$ cat src/rtl/multi_seq.sv
// Sequential unsigned shift-and-add multiplier: WIDTH iterations per operation,
// full 2*WIDTH-bit product plus truncated result and overflow flag.
module multi_seq #(
    parameter int WIDTH = 5
) (
    input  logic               clock,
    input  logic               resetn,
    input  logic               start,
    input  logic [WIDTH-1:0]   a,
    input  logic [WIDTH-1:0]   b,
    output logic [WIDTH-1:0]   res,
    output logic [2*WIDTH-1:0] product,
    output logic               overflow,
    output logic               busy,
    output logic               done,
    output logic               state_dbg
);

    // Handshake: start is sampled on a rising edge only while busy=0; the
    // result is valid in the cycle done=1 and held until the next completion.

    localparam int CW = $clog2(WIDTH + 1);
    localparam logic [CW-1:0] LAST = CW'(WIDTH - 1);

    typedef enum logic {
        IDLE = 1'b0,
        RUN  = 1'b1
    } state_t;

    state_t             state;
    logic [CW-1:0]      count;
    logic [2*WIDTH-1:0] mcand;
    logic [WIDTH-1:0]   mplier;
    logic [2*WIDTH-1:0] acc;
    logic [2*WIDTH-1:0] addend;
    logic [2*WIDTH-1:0] acc_next;

    assign state_dbg = (state == RUN);

    // Partial product for this iteration: multiplicand weighted by the bit index.
    always_comb begin
        addend   = '0;
        if (mplier[0]) begin
            addend = mcand << count;
        end
        acc_next = acc + addend;
    end

    always_ff @(posedge clock or negedge resetn) begin
        if (!resetn) begin
            state    <= IDLE;
            count    <= '0;
            mcand    <= '0;
            mplier   <= '0;
            acc      <= '0;
            res      <= '0;
            product  <= '0;
            overflow <= 1'b0;
            busy     <= 1'b0;
            done     <= 1'b0;
        end else begin
            done <= 1'b0;
            case (state)
                IDLE: begin
                    if (start) begin
                        mcand  <= {{WIDTH{1'b0}}, a};
                        mplier <= b;
                        acc    <= '0;
                        count  <= '0;
                        busy   <= 1'b1;
                        state  <= RUN;
                    end
                end
                RUN: begin
                    acc    <= acc_next;
                    mplier <= mplier >> 1;
                    count  <= count + CW'(1);
                    // Final iteration publishes the result in the same edge.
                    if (count == LAST) begin
                        product  <= acc_next;
                        res      <= acc_next[WIDTH-1:0];
                        overflow <= |acc_next[2*WIDTH-1:WIDTH];
                        busy     <= 1'b0;
                        done     <= 1'b1;
                        state    <= IDLE;
                    end
                end
                default: state <= IDLE;
            endcase
        end
    end

endmodule

$ cat config.mk
export PLATFORM = sky130hd
export DESIGN_NAME = multi_seq
export DESIGN_NICKNAME = d
export VERILOG_FILES = /design/src/rtl/multi_seq.sv
export SDC_FILE = /design/constraint.sdc
export NUM_CORES = 1
export LEC_CHECK = 0
export BUFFER_PORTS_ARGS = -buffer_cell sky130_fd_sc_hd__clkbuf_2
export CELL_PAD_IN_SITES_DETAIL_PLACEMENT = 2
export CELL_PAD_IN_SITES_GLOBAL_PLACEMENT = 2
export CORE_MARGIN = 2
export CORE_UTILIZATION = 38
export DETAILED_ROUTE_END_ITERATION = 8
export PLACE_DENSITY = 0.92
export SLEW_MARGIN = 10
export SYNTH_ARGS = -nofsm -noshare
export SYNTH_HDL_FRONTEND = slang
export SYNTH_SLANG_ARGS = --single-unit
$ cat constraint.sdc
create_clock -name clock -period 4.7 [get_ports clock]
set_clock_uncertainty 0.2 [all_clocks]
set_input_delay 0.235 -clock clock [delete_from_list [all_inputs] [get_ports clock]]
set_output_delay 0.235 -clock clock [all_outputs]
set_load 0.01 [all_outputs]
Word-level counts from Yosys, hierarchy flattened
Cells that the tools add are included.

operators by class
  bitwise gates (word level) = 1
  muxes and demuxes = 15
  equality and inequality tests = 3
  shift operators = 1
  reduce and logical (&&, ||, !) cells = 4
  $add $sub $neg = 2

operators with widths
  operator             count
  $mux 10              2
  $pmux 10 s2          1
  $add 10x10->10       1
  $pmux 5 s2           1
  $shl 5x3->10         1
  $mux 1               6
  $pmux 3 s2           1
  $reduce_and 2->1     3
  $mux 5               1
  $reduce_or 5->1      1
  $pmux 1 s2           2
  $add 3x1->3 const B  1
  $eq 3x3->1 const B   1
  $mux 3               1
  $ne 2x1->1 const B   1
  $ne 2x2->1 const B   1
  $not 1->1            1

word-level totals
  output and inout bits = 19
  register bits = 42
  word-level logic and storage cells = 36
  bits of input ports = 13

Logic depth before layout (Yosys ltp)
  depth in word-level cells = 4
  mapped depth = 12

Worst setup path before layout
OpenSTA, ideal clock, no wires.

  path kind = reg-to-reg
  start point = reg count[0]
  end point = reg overflow
  cell stages (with the launch flop) = 11
  library setup time = 0.133 ns
  period minus slack after synthesis = 2.731 ns
  buffers on the path = 1
  setup slack = 1.969 ns
  arrival time = 2.397 ns
  path through = dfrtp_1 buf_2 nor4b_1 ha_1 inv_1 fa_1 nor2b_1 o31ai_2 a211o_1 a211oi_1 a31oi_1

between the ends
  cells in the longest elaborated chain, start to end = 4

ends and longest elaborated chain
  element                 RTL line  text
  start, declared         31        logic [CW-1:0] count;
  start signal, assigned  77        count <= count + CW'(1);
  $shl 5x3->10            44        addend = mcand << count;
  $mux 10                 43        if (mplier[0]) begin
  $add 10x10->10          46        acc_next = acc + addend;
  $reduce_or 5->1         82        overflow <= |acc_next[2*WIDTH-1:WIDTH];
  end signal, assigned    82
  end, declared           13        output logic overflow,

Several ways; a longest one is shown, not always the timed one.
A chain may end at the register's enable or synchronous reset.

Worst setup path in the final report
Same ends and word-level chain as after synthesis.

==> results.md <==
* Status: finished clean
* Die span in y at about 80 um
* Seq/Total Area, Yosys at 42.65%
* Die area at 6333 um^2
* TritonRoute pass-1 iters at 4
* DR DRC count at 0
* Largest stage delay on the critical path at between 600 and 700 ps
* Post-cts resize count at 0
* MaxCap Viol Count at 0
* Port bufs at 31
* Placed Instance Area at roughly 2300 um^2
* Cell taking the most area after synthesis: dfrtp_1
* Post-synthesis compound-gate area fraction at 17.12%
* Post-synth top cells: 37 x dfrtp_1, 36 x nand2_1, 19 x o21ai_0, 11 x ha_1, 11 x nor2_1
* Synth top area share at roughly 43%
* Drt initial violations at a little over 70
* IO Pins at 32
* Reg2reg end: overflow
* Final instance area at ~2500 um^2
* Syn-to-layout area delta at 14.87%
* # nets final at ~280
* Post-DP HPWL at 4.458 mm
* RSZ-0062 raised after global routing: false
* GRT Total Usage at between 20 and 25%
* Initial core utilization at about two fifths
* Setup-failing EPs final at 0
* Die width at approximately 80 um
* Post-synthesis mux area share at under 10%
* Tightest Pin Transition at around 960 ps
* Clock-pin slew on the worst setup and hold paths at roughly 70 ps
* Most common cell in the netlist: dfrtp_1
* Clock sinks at 37
* Crit-path max FO at 15
* Final Hold Viols at 0
* FP Rows at 27
* CP bufs+invs at 0
* Post-Syn Nets at 250
* Tcrit/Tclk final at between 70% and 80%
* Power per Cell Area at 648.1 nW/um^2
* Top_reg_cell synth: dfrtp_1
* Post-route ant nets at 0
* Final wirelength at between 6 and 7 mm
* Number of distinct library cells after synthesis at 47
* Cell family with most CP delay: compound AO/OA/AOI/OAI gates
* Worst path required time at ~4700 ps
* #FFs+latches synth at 37
* Reg2reg start: count[0]
* Clock buffer depth at 2
* XOR/XNOR Fraction of Synth Area at ~3.2%
* Fill count at roughly 600
* Post-synth ARST share at 100.0%
* Cell Chain, Critical Path: mux2_2 > o21ai_0 > o21ai_0 > and2_1 > ha_1 > nand3_1 > o2111ai_1 > a211oi_1 > xnor2_1 > a31oi_1
* Postcts setup bufs at 0
* CP arrival at roughly 3500 ps
* CTS tree: done
* Slowest-stage cell, CP: dfrtp_1
* Via count of the routed design at about 1,800
* Largest family of logic cells by synthesized area: compound AO/OA/AOI/OAI gates
* Pin count of the biggest net entering global routing at 38
* Synth area leaders: dfrtp_1 43%, ha_1 6.3%, nand2_1 6.2%, mux2_2 4.7%, o21ai_0 4.4%
* WS Path Type: reg2reg
* Gpl congestion at a little under 0.9
* Vias in the first global route at about 2,000
* CTS root buffer: clkbuf_8
* Worst Hold Endpoint: mplier[3]
* Post-Synth Adder-Cell Area at 7.262%
* Post-synthesis cell count at roughly 230
* Min Clock Period, post-route at roughly 3500 ps
* Global-route wire length before repair at roughly 11 mm
* Routed length per placed instance at between 15 and 20 um
* Cell mode on critical path: o21ai_0
* HP Start: b[3]
* Cell leakage power at between 1 and 1.5 nW
* Netlist Area Pre-Place at between 2000 and 2500 um^2
* Initial antenna violation count at 0
* Number of synthesized flops with an enable pin at 0
* Reg2Reg Setup Slack at roughly 1200 ps
* Antenna fix cells at 0
* Setup TNS at 0 ps
* Clock H-tree levels at 2
* Max-slew headroom at between 30% and 40%
* Share of cells above drive strength 1 at between 20% and 30%
* Clk Latency, worst-skew pair at roughly 300 ps
* Max Clk Rate at about 0.28 GHz
* Post-Synth Simple-Gate Area at 15.68%
* Class of the worst hold path: in2reg
* Hold WS at between 50 and 60 ps
* Hold Path Cell Cnt at 3
* DR vias/cell at between 5 and 6
* Core Area at 5507 um^2
* Overflow after GRT at 0
* Post-Route Utilization at a little under half
* Max Slew Vio Count at 0
* Synth warn at 0
* Crit end category: flop
* Synth Area per Inst at 9.648 um^2
* VDD IR-drop max at between 0.2 and 0.25 mV
* R2r worst-path depth at 10
* CTS Buf Count at 5
* Startpoint type of the worst setup path: flop
-- routing by layer --
metal | up-vias | GRT usage [%] | wire (um) | part of all wire (%)
li1 | 845 | - | - | -
met1 | 932 | 28.93 | 2955 | 45
met2 | 44 | 37.48 | 3250 | 50
met3 | 12 | 3.733 | 212 | 3.2
met4 | 0 | 8.276 | 146 | 2.2
met5 | - | 0 | 0 | 0
-- worst max-delay path by stage --
stage | end | start | slack (ps) | cells after the start
2_1_floorplan | overflow | count[0] | 1970 | 10
3_3_place_gp | product[9] | count[0] | 1430 | 10
3_5_place_dp | overflow | count[0] | 1230 | 10
4_1_cts | overflow | count[0] | 1200 | 10
5_1_grt | product[9] | count[0] | 1060 | 10
6_report | overflow | count[0] | 1170 | 10
-- what timing repair did --
| action | 4_1_cts | 5_1_grt |
|---|---|---|
| setup endpoints to repair | 0 | 0 |
| hold buffers | 7 | 0 |
| hold endpoints to repair | 43 | 0 |
-- logic make-up (layout without fill, tap and decap cells) --
logic type	Yosys count	after routing
flip-flops	37	37
AND/OR/NAND/NOR	73	73
buffers and inverters	23	55
AO/OA/AOI/OAI	54	54
XOR/XNOR	8	8
multiplexers	18	18
adder cells (fa/ha/maj)	12	12
-- power by group --
group	leakage [nW]	internal (mW)	total, mW	switching (mW)
Combinational	0.694	0.326	0.753	0.427
Clock	0.0450	0.103	0.226	0.123
Sequential	0.469	0.454	0.638	0.184
Total	1.21	0.883	1.62	0.733
-- sequential cells by signal, summed over array words and instances (netlist names) --
name	flops
acc	10
done	1
mcand	5
count	3
overflow	1
res	4
busy	1
mplier	5
product	6
state_dbg	1
-- cell usage in the layout (no fill, tap or decap), drive strengths merged, types with 6 or more instances in the layout --
master,netlist,layout
clkbuf,6,37
dfrtp,37,37
dlygate4sd3,0,7
ha,11,11
inv,8,8
mux2,10,10
mux2i,8,8
nand2,36,36
nand3,7,7
nor2,11,11
nor2b,6,6
o21ai,19,19
-- stage by stage --
step	power, mW	instances	setup WS (ps)
6_report	1.616	329	1174
5_1_grt	1.745	329	1056
4_1_cts	1.618	329	1205
3_5_place_dp	1.371	314	1228
3_3_place_gp	1.308	314	1435
2_1_floorplan	1.141	225	1969
-- tightest hold or removal path: stages --
cell      delay [ps]
clkbuf_2          70
mux2i_1           50
o21ai_0          150
-- area by class of cell --
| type | instances | area, um^2 | share of cell area [%] |
|---|---|---|---|
| Inverter | 9 | 33.78 | 1.355 |
| Multi-Input combinational cell | 165 | 1136 | 45.56 |
| Clock buffer | 6 | 72.57 | 2.910 |
| Tap cell | 72 | 90.09 | 3.613 |
| Timing Repair Buffer | 38 | 225.2 | 9.032 |
| Clock inverter | 2 | 10.01 | 0.4014 |
| Sequential cell | 37 | 925.9 | 37.13 |
No activity file was read; power rests on OpenSTA's default activity.
